--- src/rtl/mul_div_unit.sv ---
// Iterative 32x32 multiply/divide unit with architectural HI/LO registers.
// Takes one shift-add or restoring shift-subtract step per cycle; the full operation takes 35 edges from start to done.
module mul_div_unit (
  input  logic        clk,
  input  logic        rst_n,
  input  logic [31:0] A,
  input  logic [31:0] B,
  input  logic [1:0]  op,
  input  logic        start,
  input  logic        hi_we,
  input  logic        lo_we,
  output logic [31:0] hi,
  output logic [31:0] lo,
  output logic        busy,
  output logic        done,
  output logic        div_zero
);

  typedef enum logic [1:0] {IDLE, CALC, FIX, WRITE} state_t;

  state_t      state_q, state_d;
  logic [5:0]  cnt_q, cnt_d;
  logic [63:0] p_q, p_d;
  logic [31:0] opnd_q, opnd_d;
  logic [31:0] a_q, a_d;
  logic        is_div_q, is_div_d;
  logic        neg_res_q, neg_res_d;
  logic        neg_rem_q, neg_rem_d;
  logic        bzero_q, bzero_d;
  logic [31:0] hi_q, hi_d;
  logic [31:0] lo_q, lo_d;
  logic        done_q, done_d;
  logic        dz_q, dz_d;

  logic        sign_a, sign_b;
  logic [31:0] mag_a, mag_b;
  logic [32:0] mul_sum;
  logic        div_ge;
  logic [31:0] div_diff;
  logic [31:0] quot_fix, rem_fix;
  logic [63:0] prod_fix;

  // Signed ops (op[0]==0) work on magnitudes; signs are restored in FIX.
  assign sign_a = ~op[0] & A[31];
  assign sign_b = ~op[0] & B[31];
  assign mag_a  = sign_a ? (~A + 32'd1) : A;
  assign mag_b  = sign_b ? (~B + 32'd1) : B;

  // p_q holds {partial, multiplier} or {remainder, dividend/quotient}.
  assign mul_sum  = {1'b0, p_q[63:32]} + {1'b0, opnd_q};
  assign div_ge   = (p_q[63:31] >= {1'b0, opnd_q});
  assign div_diff = p_q[62:31] - opnd_q;

  assign quot_fix = neg_res_q ? (~p_q[31:0] + 32'd1) : p_q[31:0];
  assign rem_fix  = neg_rem_q ? (~p_q[63:32] + 32'd1) : p_q[63:32];
  assign prod_fix = neg_res_q ? (~p_q + 64'd1) : p_q;

  always_comb begin
    state_d   = state_q;
    cnt_d     = cnt_q;
    p_d       = p_q;
    opnd_d    = opnd_q;
    a_d       = a_q;
    is_div_d  = is_div_q;
    neg_res_d = neg_res_q;
    neg_rem_d = neg_rem_q;
    bzero_d   = bzero_q;
    hi_d      = hi_q;
    lo_d      = lo_q;
    done_d    = 1'b0;
    dz_d      = dz_q;

    unique case (state_q)
      IDLE: begin
        if (hi_we) hi_d = A;
        if (lo_we) lo_d = A;
        if (start) begin
          state_d   = CALC;
          cnt_d     = 6'd0;
          p_d       = {32'd0, mag_a};
          opnd_d    = mag_b;
          a_d       = A;
          is_div_d  = op[1];
          neg_res_d = sign_a ^ sign_b;
          neg_rem_d = sign_a;
          bzero_d   = (B == 32'd0);
          dz_d      = 1'b0;
        end
      end
      CALC: begin
        // Counter bit 5 set means all 32 steps have been taken.
        if (cnt_q[5]) begin
          state_d = FIX;
        end else begin
          cnt_d = cnt_q + 6'd1;
          if (is_div_q) begin
            if (div_ge) p_d = {div_diff, p_q[30:0], 1'b1};
            else        p_d = {p_q[62:0], 1'b0};
          end else begin
            if (p_q[0]) p_d = {mul_sum, p_q[31:1]};
            else        p_d = {1'b0, p_q[63:1]};
          end
        end
      end
      FIX: begin
        state_d = WRITE;
        if (is_div_q) begin
          if (bzero_q) p_d = {a_q, 32'hFFFF_FFFF};
          else         p_d = {rem_fix, quot_fix};
        end else begin
          p_d = prod_fix;
        end
      end
      WRITE: begin
        state_d = IDLE;
        hi_d    = p_q[63:32];
        lo_d    = p_q[31:0];
        done_d  = 1'b1;
        dz_d    = is_div_q & bzero_q;
      end
      default: state_d = IDLE;
    endcase
  end

  always_ff @(posedge clk or negedge rst_n) begin
    if (!rst_n) begin
      state_q   <= IDLE;
      cnt_q     <= 6'd0;
      p_q       <= 64'd0;
      opnd_q    <= 32'd0;
      a_q       <= 32'd0;
      is_div_q  <= 1'b0;
      neg_res_q <= 1'b0;
      neg_rem_q <= 1'b0;
      bzero_q   <= 1'b0;
      hi_q      <= 32'd0;
      lo_q      <= 32'd0;
      done_q    <= 1'b0;
      dz_q      <= 1'b0;
    end else begin
      state_q   <= state_d;
      cnt_q     <= cnt_d;
      p_q       <= p_d;
      opnd_q    <= opnd_d;
      a_q       <= a_d;
      is_div_q  <= is_div_d;
      neg_res_q <= neg_res_d;
      neg_rem_q <= neg_rem_d;
      bzero_q   <= bzero_d;
      hi_q      <= hi_d;
      lo_q      <= lo_d;
      done_q    <= done_d;
      dz_q      <= dz_d;
    end
  end

  assign hi       = hi_q;
  assign lo       = lo_q;
  assign busy     = (state_q != IDLE);
  assign done     = done_q;
  assign div_zero = dz_q;

endmodule

--- config.mk ---
export PLATFORM = sky130hd
export DESIGN_NAME = mul_div_unit
export DESIGN_NICKNAME = d
export VERILOG_FILES = /design/src/rtl/mul_div_unit.sv
export SDC_FILE = /design/constraint.sdc
export NUM_CORES = 1
export LEC_CHECK = 0
export BUFFER_PORTS_ARGS = -buffer_cell sky130_fd_sc_hd__buf_4
export CORE_MARGIN = 2
export CORE_UTILIZATION = 54
export CTS_BUF_LIST = sky130_fd_sc_hd__clkbuf_8
export CTS_CLUSTER_DIAMETER = 60
export DETAILED_ROUTE_END_ITERATION = 10
export PLACE_DENSITY = 0.77
export SYNTH_ARGS = -nofsm -noshare
export SYNTH_HDL_FRONTEND = slang
export SYNTH_SLANG_ARGS = --single-unit
--- constraint.sdc ---
create_clock -name clk -period 4.4 [get_ports clk]
set_input_delay 0.88 -clock clk [delete_from_list [all_inputs] [get_ports clk]]
set_output_delay 0.88 -clock clk [all_outputs]
set_load 0.01 [all_outputs]
==> reports/qor.yml <==
outcome:
  status: "complete, no violations"
detailed_routing:
  drc_errors: 0
  drt-initial-drc-count: 2166
  drtPass1Iterations: 5
  viasPerCell: 6.391
  vias: 17080
  drtAntennaViolNets: 0
  wirelength_mm: 56.42
  wl_per_cell_um: 21.11
floorplan:
  die-area_um2: 32510
  num_io_pins: 138
  core-area_um2: 30590
  rows: 64
  dieHeight_um: 180.3
  die_width_um: 180.3
  initial_core_util: 0.5488
power:
  p_per_area_nw_per_um2: 795.3
  leakage_nw: 8.405
  totalPowerFinal_mw: 15.14
  vdd_ir_drop_max_mv: 0.6445
worst_setup_path:
  cp_slowest_cell: "dfrtp_1"
  crit_chain: "inv_1, ha_1, inv_1, fa_1, a211oi_1, nor2_1, o32a_1, a211o_1, o31a_1, a221oi_4, mux2_2, a31oi_1, a211oi_1, o21ai_0"
  crit_path_end_kind: "register"
  path_buf_inv: 2
  cp_data_arrival_time_ps: 4660
  crit_type: "register to register"
  rrSetupSlack_ps: 210
  critPathMaxStageDelay_ps: 460
  critPathMaxFanout: 7
  worstSetupStartpointType: "register"
  reg2regPathDepth: 14
  cp_top_family: "compound AO/OA/AOI/OAI gates"
  required_ps: 4870
  crit_cells: 14
grt:
  antenna_found_initial: 2
  grt_pass1_vias: 16170
  grt_pass1_wl_mm: 88.73
  gr-usage-all-layers: 0.3395
  grt_max_degree: 102
  globalRouteOverflowTotal: 0
timing:
  final.period_utilization: 0.9532
  finalSetupTns_ps: 0
  setup_viol: 0
  relSlewSlack: 0.2986
  clock_skew_ps: 30.73
  finalHoldViolCount: 0
  period_minus_slack_ps: 4194
  fmax_mhz: 238.4
  rsz0062_at_grt: "no"
  slew_viol_final: 0
  worst_pin_slew_ps: 1050
logic_synthesis:
  yosys.cell_count.top_type: "o21ai_0"
  synth_top_cell_area_share: 0.3071
  synth_area_leaders: "dfrtp_1 (31%), o21ai_0 (8.3%), a21oi_1 (6.4%)"
  yosysTopAreaCell: "dfrtp_1"
  synth_area_um2: 16790
  synth_fp_nets: 2311
  ys_async_sr_fraction: 1.000
  syn_inst: 2165
  syn_avg_cell_area_um2: 7.753
  synth_warnings: 0
  synth-seq-cells: 206
  synth_common_cells: "o21ai_0 (279), nand2_1 (272), a21oi_1 (214)"
  yosys.cell_types.count: 76
  ys_seq_area_frac: 0.3071
  synth_edf_count: 0
  synth_flop_cell: "dfrtp_1"
clock_tree:
  insertion_delay_ps: 570
  clk_pin_slew_worst_paths_ps: 60
  cts_buffers: 40
  clkSinkCount: 206
  cts-htree-levels: 2
  cts_root_buf: "clkbuf_8"
  hold_buffers: 0
  cts.path.max_buffers: 3
  cts_tree: "built"
  postCtsSetupBuffers: 0
  cts_resized: 0
worst_hold_path:
  min_path_type: "input port to asynchronous set/reset pin"
cells_and_area:
  fin_util: 0.6225
  multiInputGateArea_um2: 10870
  fill_cells: 2792
  nets: 2395
  seq_area_um2: 5159
  finalNonFillerCells: 2672
  area_growth_pct: 13.45
  final_layout_size_suffix_gt1_frac: 0.1499
place:
  io_buffers: 137
  place_inst: 2603
  hpwl_mm: 41.24
  place_congestion: 0.9376
run:
  drv_cap: 0
[layout by cell type, fill, tap and decap left out, drive strengths merged, types with 5 or more instances in the layout]
master | netlist | routed
a211o | 9 | 9
a211oi | 18 | 18
a21o | 30 | 30
a21oi | 214 | 214
a221oi | 8 | 8
a22o | 7 | 7
a22oi | 12 | 12
a31oi | 19 | 19
and2 | 6 | 6
and3 | 14 | 14
buf | 16 | 193
clkbuf | 136 | 49
clkinv | 3 | 7
dfrtp | 206 | 206
ha | 73 | 73
inv | 63 | 78
mux2 | 67 | 67
mux2i | 21 | 21
nand2 | 273 | 273
nand2b | 14 | 14
nand3 | 49 | 49
nand3b | 5 | 5
nand4 | 18 | 18
nor2 | 163 | 163
nor2b | 45 | 45
nor3 | 55 | 55
nor3b | 5 | 5
nor4 | 31 | 31
nor4b | 5 | 5
o211ai | 11 | 11
o21a | 15 | 15
o21ai | 281 | 281
o21bai | 9 | 9
o221ai | 21 | 21
o31ai | 14 | 14
o41ai | 5 | 5
or3 | 14 | 14
or4 | 6 | 6
xnor2 | 95 | 95
xor2 | 58 | 58
[cell type report]
class                      count  area share
multi-input combinational   1741      0.5708
sequential                   206      0.2709
timing repair buffer         194     0.07746
clock buffer                  48     0.03469
tap                          396     0.02602
inverter                      66     0.01301
clock inverter                20    0.007030
antenna                        1   0.0001314
[cells by family (layout without fill, tap and decap cells)]
group                    after synthesis  after routing  synth area share
AND/OR/NAND/NOR                      712            712            0.1976
AO/OA/AOI/OAI                        713            713            0.2520
XOR/XNOR                             153            153           0.07983
other                                  0              1                 0
flip-flops                           206            206            0.3071
buffers and inverters                218            328           0.04920
multiplexers                          88             88           0.05747
adder cells (fa/ha/maj)               75             75           0.05680
[path summary, 6_finish.rpt]
kind	end	from
worst max register to register	p_q[60]	p_q[31]
min in group clk	hi[1]	hi[1]
worst min register to register	hi[1]	hi[1]
worst min-delay path	opnd_q[27]	rst_n
worst max-delay path	p_q[60]	p_q[31]
max in group asynchronous	lo[18]	rst_n
[layer usage]
layer | up-vias | routed length, µm | GRT usage
met2 | 864 | 25400 | 0.5260
met5 | - | 18 | 0
met4 | 2 | 2066 | 0.1310
met1 | 8125 | 23630 | 0.4707
li1 | 7931 | - | -
met3 | 154 | 5295 | 0.06467
[flip-flops by register name (all words and copies together), names as in the netlist, 2 cells and up]
signal	count
p_q	64
state_q	2
cnt_q	6
lo	32
hi	32
a_q	32
opnd_q	32
[stage by stage]
step           hold WS [ps]  area [µm²]  setup slack, ps
6_report              293.7       19040            206.0
5_1_grt               318.8       19040            37.03
4_1_cts               287.0       19030            169.6
3_5_place_dp          471.6       18240            186.0
3_3_place_gp          464.6       18240            372.6
2_1_floorplan         444.4       16790            767.1
[power breakdown]
group	total [mW]	switching [mW]	leakage, nW	internal, mW
clock	1.95	0.895	0.460	1.05
combinational	9.54	5.82	5.35	3.72
sequential	3.66	0.909	2.59	2.75
total	15.1	7.62	8.41	7.52
Power figures use the tool's default switching activity.
